--- config.mk ---
export PLATFORM = sky130hd
export DESIGN_NAME = seq_frame_tx_flat
export DESIGN_NICKNAME = d
export VERILOG_FILES = /design/src/rtl/seq_fsm_pkg.sv /design/src/rtl/seq_frame_tx_if.sv /design/src/rtl/seq_piso.sv /design/src/rtl/seq_frame_tx.sv /design/src/flat_wrapper.sv
export SDC_FILE = /design/constraint.sdc
export NUM_CORES = 1
export LEC_CHECK = 0
export ABC_AREA = 1
export CAP_MARGIN = 20
export CORE_UTILIZATION = 50
export DETAILED_ROUTE_END_ITERATION = 8
export GPL_ROUTABILITY_DRIVEN = 0
export PLACE_DENSITY = 0.78
export SYNTH_ARGS = -nofsm -noshare
export SYNTH_HDL_FRONTEND = slang
export SYNTH_HIERARCHICAL = 1
export SYNTH_SLANG_ARGS = --single-unit
--- constraint.sdc ---
create_clock -name clk -period 2.4 [get_ports clk]
set_clock_uncertainty 0.15 [all_clocks]
set_input_delay 0.36 -clock clk [delete_from_list [all_inputs] [get_ports clk]]
set_output_delay 0.36 -clock clk [all_outputs]
set_load 0.05 [all_outputs]
--- src/rtl/seq_fsm_pkg.sv ---
// Shared encodings for the 11011-preamble link: FSM state codes and the preamble constant.
// The receive-side detector reuses PREAMBLE_11011/PREAMBLE_W so both ends agree on the pattern.
package seq_fsm_pkg;

  localparam logic [2:0] S_IDLE = 3'd0;
  localparam logic [2:0] S_PRE  = 3'd1;
  localparam logic [2:0] S_DATA = 3'd2;
  localparam logic [2:0] S_PAR  = 3'd3;
  localparam logic [2:0] S_GAP  = 3'd4;

  typedef enum logic [2:0] {
    ST_IDLE = S_IDLE,
    ST_PRE  = S_PRE,
    ST_DATA = S_DATA,
    ST_PAR  = S_PAR,
    ST_GAP  = S_GAP
  } state_t;

  localparam int                    PREAMBLE_W     = 5;
  localparam logic [PREAMBLE_W-1:0] PREAMBLE_11011 = 5'b11011;

  function automatic int max3(input int a, input int b, input int c);
    int m;
    m = (a > b) ? a : b;
    return (m > c) ? m : c;
  endfunction

endpackage

--- src/rtl/seq_frame_tx_if.sv ---
// Payload handshake into the serial transmitter: valid/ready word plus synchronous flush.
// master drives the payload side, slave is the transmitter.
interface seq_frame_tx_if #(
  parameter int DATA_W = 8
);
  logic              in_valid;
  logic [DATA_W-1:0] in_data;
  logic              in_ready;
  logic              flush;

  modport master (output in_valid, output in_data, output flush, input in_ready);
  modport slave  (input in_valid, input in_data, input flush, output in_ready);
endinterface

--- src/rtl/seq_piso.sv ---
// Payload parallel-in/serial-out register: load on accept, shift MSB-first, clear on abort.
// msb is the next payload bit; with SEQ_TX_PARITY_EN the even parity of the load is held alongside.
module seq_piso #(
  parameter int W = 8
) (
  input  logic         clk,
  input  logic         rst_n,
  input  logic         load,
  input  logic         shift,
  input  logic         clear,
  input  logic [W-1:0] din,
`ifdef SEQ_TX_PARITY_EN
  output logic         par,
`endif
  output logic         msb
);

  logic [W-1:0] shreg;

  always_ff @(posedge clk or negedge rst_n) begin
    if (!rst_n) begin
      shreg <= '0;
    end else if (clear) begin
      shreg <= '0;
    end else if (load) begin
      shreg <= din;
    end else if (shift) begin
      shreg <= shreg << 1;
    end
  end

  assign msb = shreg[W-1];

`ifdef SEQ_TX_PARITY_EN
  // Parity is latched at load because the shift register no longer holds the word by the PAR bit.
  always_ff @(posedge clk or negedge rst_n) begin
    if (!rst_n) begin
      par <= 1'b0;
    end else if (clear) begin
      par <= 1'b0;
    end else if (load) begin
      par <= ^din;
    end
  end
`endif

endmodule

--- src/rtl/seq_frame_tx.sv ---
// seq_frame_tx: serialises preamble, payload and (SEQ_TX_PARITY_EN) even parity MSB-first on out.
// First bit appears the cycle after accept; in_ready only in IDLE, so a frame is never re-sampled.
module seq_frame_tx
  import seq_fsm_pkg::*;
#(
  parameter int                PAT_W    = PREAMBLE_W,
  parameter logic [PAT_W-1:0]  PATTERN  = PREAMBLE_11011,
  parameter int                DATA_W   = 8,
  parameter int                IDLE_GAP = 2
) (
  input  logic           clk,
  input  logic           rst_n,
  seq_frame_tx_if.slave  bus,
  output logic           out,
  output logic           out_vld,
  output logic           frame_done
);

  localparam int CNT_W = $clog2(max3(PAT_W, DATA_W, IDLE_GAP) + 1);
`ifdef SEQ_TX_PARITY_EN
  localparam bit PAR_EN = 1'b1;
`else
  localparam bit PAR_EN = 1'b0;
`endif
  localparam bit DONE_ON_DATA_ENTRY = !PAR_EN && (DATA_W == 1);

  state_t           state;
  logic [CNT_W-1:0] bit_cnt;
  logic [PAT_W-1:0] pre_sr;
  logic             accept;
  logic             abort;
  logic             piso_shift;
  logic             piso_msb;
`ifdef SEQ_TX_PARITY_EN
  logic             piso_par;
`endif

  assign bus.in_ready = (state == ST_IDLE) && rst_n;
  assign accept       = bus.in_valid && bus.in_ready && !bus.flush;
  assign abort        = bus.flush && (state != ST_IDLE);
  // Shift whenever a payload bit is moved onto out so msb always presents the next one.
  assign piso_shift   = ((state == ST_PRE) && (bit_cnt == '0)) ||
                        ((state == ST_DATA) && (bit_cnt != '0));

  seq_piso #(.W(DATA_W)) u_piso (
    .clk   (clk),
    .rst_n (rst_n),
    .load  (accept),
    .shift (piso_shift),
    .clear (abort),
    .din   (bus.in_data),
`ifdef SEQ_TX_PARITY_EN
    .par   (piso_par),
`endif
    .msb   (piso_msb)
  );

  // bit_cnt holds the number of bits still to follow the one currently on out.
  always_ff @(posedge clk or negedge rst_n) begin
    if (!rst_n) begin
      state      <= ST_IDLE;
      bit_cnt    <= '0;
      pre_sr     <= '0;
      out        <= 1'b0;
      out_vld    <= 1'b0;
      frame_done <= 1'b0;
    end else begin
      frame_done <= 1'b0;
      if (abort) begin
        state   <= ST_GAP;
        bit_cnt <= CNT_W'(IDLE_GAP - 1);
        out     <= 1'b0;
        out_vld <= 1'b0;
      end else begin
        case (state)
          ST_IDLE: begin
            out     <= 1'b0;
            out_vld <= 1'b0;
            if (accept) begin
              state   <= ST_PRE;
              out     <= PATTERN[PAT_W-1];
              out_vld <= 1'b1;
              pre_sr  <= PATTERN << 1;
              bit_cnt <= CNT_W'(PAT_W - 1);
            end
          end
          ST_PRE: begin
            if (bit_cnt == '0) begin
              state      <= ST_DATA;
              out        <= piso_msb;
              bit_cnt    <= CNT_W'(DATA_W - 1);
              frame_done <= DONE_ON_DATA_ENTRY;
            end else begin
              out     <= pre_sr[PAT_W-1];
              pre_sr  <= pre_sr << 1;
              bit_cnt <= bit_cnt - CNT_W'(1);
            end
          end
          ST_DATA: begin
            if (bit_cnt == '0) begin
`ifdef SEQ_TX_PARITY_EN
              state      <= ST_PAR;
              out        <= piso_par;
              frame_done <= 1'b1;
`else
              state   <= ST_GAP;
              out     <= 1'b0;
              out_vld <= 1'b0;
              bit_cnt <= CNT_W'(IDLE_GAP - 1);
`endif
            end else begin
              out        <= piso_msb;
              bit_cnt    <= bit_cnt - CNT_W'(1);
              frame_done <= !PAR_EN && (bit_cnt == CNT_W'(1));
            end
          end
`ifdef SEQ_TX_PARITY_EN
          ST_PAR: begin
            state   <= ST_GAP;
            out     <= 1'b0;
            out_vld <= 1'b0;
            bit_cnt <= CNT_W'(IDLE_GAP - 1);
          end
`endif
          ST_GAP: begin
            out     <= 1'b0;
            out_vld <= 1'b0;
            if (bit_cnt == '0) begin
              state <= ST_IDLE;
            end else begin
              bit_cnt <= bit_cnt - CNT_W'(1);
            end
          end
          default: begin
            state   <= ST_IDLE;
            out     <= 1'b0;
            out_vld <= 1'b0;
          end
        endcase
      end
    end
  end

endmodule

--- src/flat_wrapper.sv ---
// flat-port wrapper written by rule: the top's interface ports become plain ports
module seq_frame_tx_flat import seq_fsm_pkg::*;
#(
  parameter int                PAT_W    = PREAMBLE_W,
  parameter logic [PAT_W-1:0]  PATTERN  = PREAMBLE_11011,
  parameter int                DATA_W   = 8,
  parameter int                IDLE_GAP = 2
)
  (clk, rst_n, out, out_vld, frame_done, bus_in_valid, bus_in_data, bus_flush, bus_in_ready);
  seq_frame_tx_if #(.DATA_W(DATA_W)) bus_i ();
  input  logic clk;
  input  logic rst_n;
  output logic out;
  output logic out_vld;
  output logic frame_done;
  input wire logic [$bits(bus_i.in_valid)-1:0] bus_in_valid;
  input wire logic [$bits(bus_i.in_data)-1:0] bus_in_data;
  input wire logic [$bits(bus_i.flush)-1:0] bus_flush;
  output wire logic [$bits(bus_i.in_ready)-1:0] bus_in_ready;
  assign bus_i.in_valid = bus_in_valid;
  assign bus_i.in_data = bus_in_data;
  assign bus_i.flush = bus_flush;
  assign bus_in_ready = bus_i.in_ready;
  seq_frame_tx #(.PAT_W(PAT_W), .PATTERN(PATTERN), .DATA_W(DATA_W), .IDLE_GAP(IDLE_GAP)) u_core (.clk(clk), .rst_n(rst_n), .bus(bus_i), .out(out), .out_vld(out_vld), .frame_done(frame_done));
endmodule
==> run_results.csv <==
group,metric,value,unit
clock_network,cts_made_buffers,3,
worst_setup_path,worstPathRequired,2.50,ns
global_route,met2_usage,40.00,%
cells_and_area,seqCellArea,550.5,um^2
yosys,syn_nets,193,
global_route,grt_pass1_vias,1113,
outcome,status,"finished clean",
worst_setup_path,critPathTopFamily,"simple AND/OR/NAND/NOR gates",
yosys,synth_top_area_share,41.94,%
clock_network,htree_levels,1,
pwr,ir_drop,0.6150,mV
worst_setup_path,crit_fanout,11,
hold_path,hold_path_class,"input port to async pin",
yosys,ys_types,23,
worst_setup_path,crit_slowest_cell,"dfrtp_1",
detailed_routing,via_per_inst,5.070,
cells_and_area,n_antenna_cell,0,
sta,rsz0062_at_grt,"false",
detailed_routing,drc,0,
clock_network,path_clk_slew,0.12,ns
floorplanning,rows,18,
clock_network,cts_tree,"built",
worst_setup_path,rr_worst_depth,9,
global_route,grt_pass1_wl,4774,um
sta,relSlewSlack,66.58,%
floorplanning,start_util,52.98,%
clock_network,insertion_delay,0.30,ns
detailed_routing,drt_wl_total,2762,um
global_route,met3_usage,3.448,%
clock_network,clock_sinks,22,
sta,fmax,490.4,MHz
sta,finalCritPeriodShare,84.96,%
yosys,synth_seq_cells,22,
cells_and_area,multi_input_area,679.4,um^2
yosys,synth_area_leader_cell,"dfrtp_1",
sta,maxSlewViolCount,0,
yosys,ys_warn_count,6,
yosys,avgSynthCellArea,7.374,um^2
global_route,antenna_found_initial,0,
worst_setup_path,end_kind,"flip-flop",
floorplanning,io_pins,16,
placement,placed_cell_area,1506,um^2
worst_setup_path,critical_path_cell_count,9,
worst_setup_path,start_kind,"flip-flop",
floorplanning,die_area,2834,um^2
detailed_routing,ant_nets,0,
yosys,synth_cells,178,
yosys,yosysSeqAreaShare,41.94,%
cells_and_area,area_delta_synth_final,18.78,%
detailed_routing,avgRoutedWirePerCell,12.17,um
global_route,grt-busiest-layer,"met2",
global_route,met1_usage,29.98,%
worst_setup_path,slowest_delay,0.44,ns
floorplanning,coreArea,2477,um^2
global_route,overflow,0,
detailed_routing,dr_total_vias,1151,
clock_network,hold_buffers,0,
placement,dp_hpwl,2111,um
clock_network,cts_setup_buffers,0,
sta,min_period,2.039,ns
global_route,grt_start_max_net_pins,23,
worst_setup_path,worstPathArrival,2.14,ns
floorplanning,die_x,53.24,um
pwr,leakagePower,0.0008353,uW
cells_and_area,fillerInstances,236,
cells_and_area,fin_nets,213,
detailed_routing,drt_iter0_drc,21,
clock_network,ctsResizeCount,0,
job,maxCapViolations,0,
worst_setup_path,critical_path_class,"flip-flop to flip-flop",
worst_setup_path,crit_buf_inv,1,
cells_and_area,drive_above_1_share,13.20,%
sta,tns,0,ns
yosys,synth.top_cells.by_area,"dfrtp_1 42%, nand2_1 20%, nand3_1 8.0%",
pwr,p_per_area,1163,nW/um^2
yosys,syn_area,1313,um^2
global_route,grt_usage,23.32,%
cells_and_area,design_area,1559,um^2
clock_network,root_buffer,"clkbuf_4",
worst_setup_path,cp_cell_sequence,"nor2_2 -> nand2_2 -> nor2_4 -> nand3_4 -> inv_1 -> nor2_8 -> nor2_4 -> nand2_1 -> nand2_1",
placement,portBuffers,15,
sta,finalHoldViolations,0,
floorplanning,die_h,53.24,um
detailed_routing,drt_first_pass_iters,6,
sta,finalSetupViolations,0,
sta,worst_slew_pin_slew,0.4997,ns
clock_network,clk_path_buf_depth,2,
[final cells by class]
type                       count  area share, %
multi-input combinational    136          43.58
sequential                    22          35.31
timing repair buffer          16          10.75
inverter                      19          4.575
tap                           30          2.408
clock inverter                 1          1.926
clock buffer                   3          1.445
[power breakdown]
group / switching [uW] / internal, uW / total (uW)
Clock: 109 / 169 / 278
Sequential: 95.2 / 512 / 607
Combinational: 599 / 329 / 928
[cell families (layout without fill, tap and decap cells)]
family | Yosys count | in the layout | synth area share [%]
compound gates | 10 | 10 | 4.766
xor+xnor | 2 | 2 | 1.335
fa+ha+maj | 3 | 3 | 2.860
buf+inv | 20 | 39 | 6.291
flops | 22 | 22 | 41.94
simple gates | 121 | 121 | 42.80
[per-layer routing]
layer / routed length, um / part of all wire (%) / vias to the layer above
met5: 0 / 0 / -
met4: 34 / 1.2 / 0
met3: 131 / 4.7 / 4
met2: 1347 / 49 / 36
met1: 1248 / 45 / 519
li1: - / - / 592
[final timing paths]
kind | startpoint | to | slack [ns]
min reg2reg | u_core/out_vld$_DFFE_PN0P_ | u_core/out_vld$_DFFE_PN0P_ | 0.34
min in group clk | u_core/out_vld$_DFFE_PN0P_ | u_core/out_vld$_DFFE_PN0P_ | 0.34
min | rst_n | u_core/state[2]$_DFFE_PN0P_ | 0.27
max | u_core/state[2]$_DFFE_PN0P_ | u_core/u_piso/shreg[6]$_DFFE_PN0P_ | 0.36
max in group asynchronous | rst_n | u_core/out_vld$_DFFE_PN0P_ | 1.61
max reg2reg | u_core/state[2]$_DFFE_PN0P_ | u_core/u_piso/shreg[6]$_DFFE_PN0P_ | 0.36
[placed cells by master (no fill, tap or decap)]
master and n:
clkbuf_4 3, nand3_2 1, o211ai_1 2, nand2_4 1, nand2_1 70, dfrtp_1 22, o21a_1 1, clkdlybuf4s50_1 14
xnor2_1 1, o21ai_2 1, o21ai_1 1, o21ai_0 4, nor2_8 1, nand3_4 1, buf_4 1, nor2_4 2
nand3_1 21, bufinv_16 1, ha_1 3, inv_1 15, buf_12 1, a31oi_1 1, xor2_1 1, nand2_2 5
nor2_2 4, nor2_1 15, inv_2 4
[worst reg2reg max path, cell delays in order, from the launching register on]
cell and delay, ns:
dfrtp_1 0.44, nor2_2 0.20, nand2_2 0.12, nor2_4 0.16
nand3_4 0.12, inv_1 0.36, nor2_8 0.11, nor2_4 0.18
nand2_1 0.08, nand2_1 0.06
[sequential cells by signal, indices dropped and copies added, names as in the netlist]
signal	cells
u_core/out_vld	1
u_core/out	1
u_core/u_piso/shreg	8
u_core/frame_done	1
u_core/bit_cnt	4
u_core/pre_sr	4
u_core/state	3
[metrics by stage]
step	hold slack (ns)	utilization, %	setup WS, ns	std cells	total power (uW)
2_1_floorplan	-0.08559	-	0.5099	178	1298
3_3_place_gp	0.3164	60.81	0.1846	223	1509
3_5_place_dp	0.3203	60.81	0.1395	223	1532
4_1_cts	0.2720	62.93	0.3452	227	1819
5_1_grt	0.2774	62.93	0.2268	227	1972
6_report	0.2673	62.93	0.3610	227	1814
[cell usage after synthesis]
cell and n:
nand2_4 1, inv_1 15, a31oi_1 1, nor2_1 15, ha_1 3, nand3_1 21, nand3_4 1, nor2_4 2
nor2_8 1, nand2_1 70, xor2_1 1, nor2_2 4, buf_6 1, o211ai_1 2, dfrtp_1 22, xnor2_1 1
nand3_2 1, o21a_1 1, o21ai_0 4, nand2_2 5, inv_2 4, o21ai_1 1, o21ai_2 1
No activity file was read; power rests on OpenSTA's default activity.
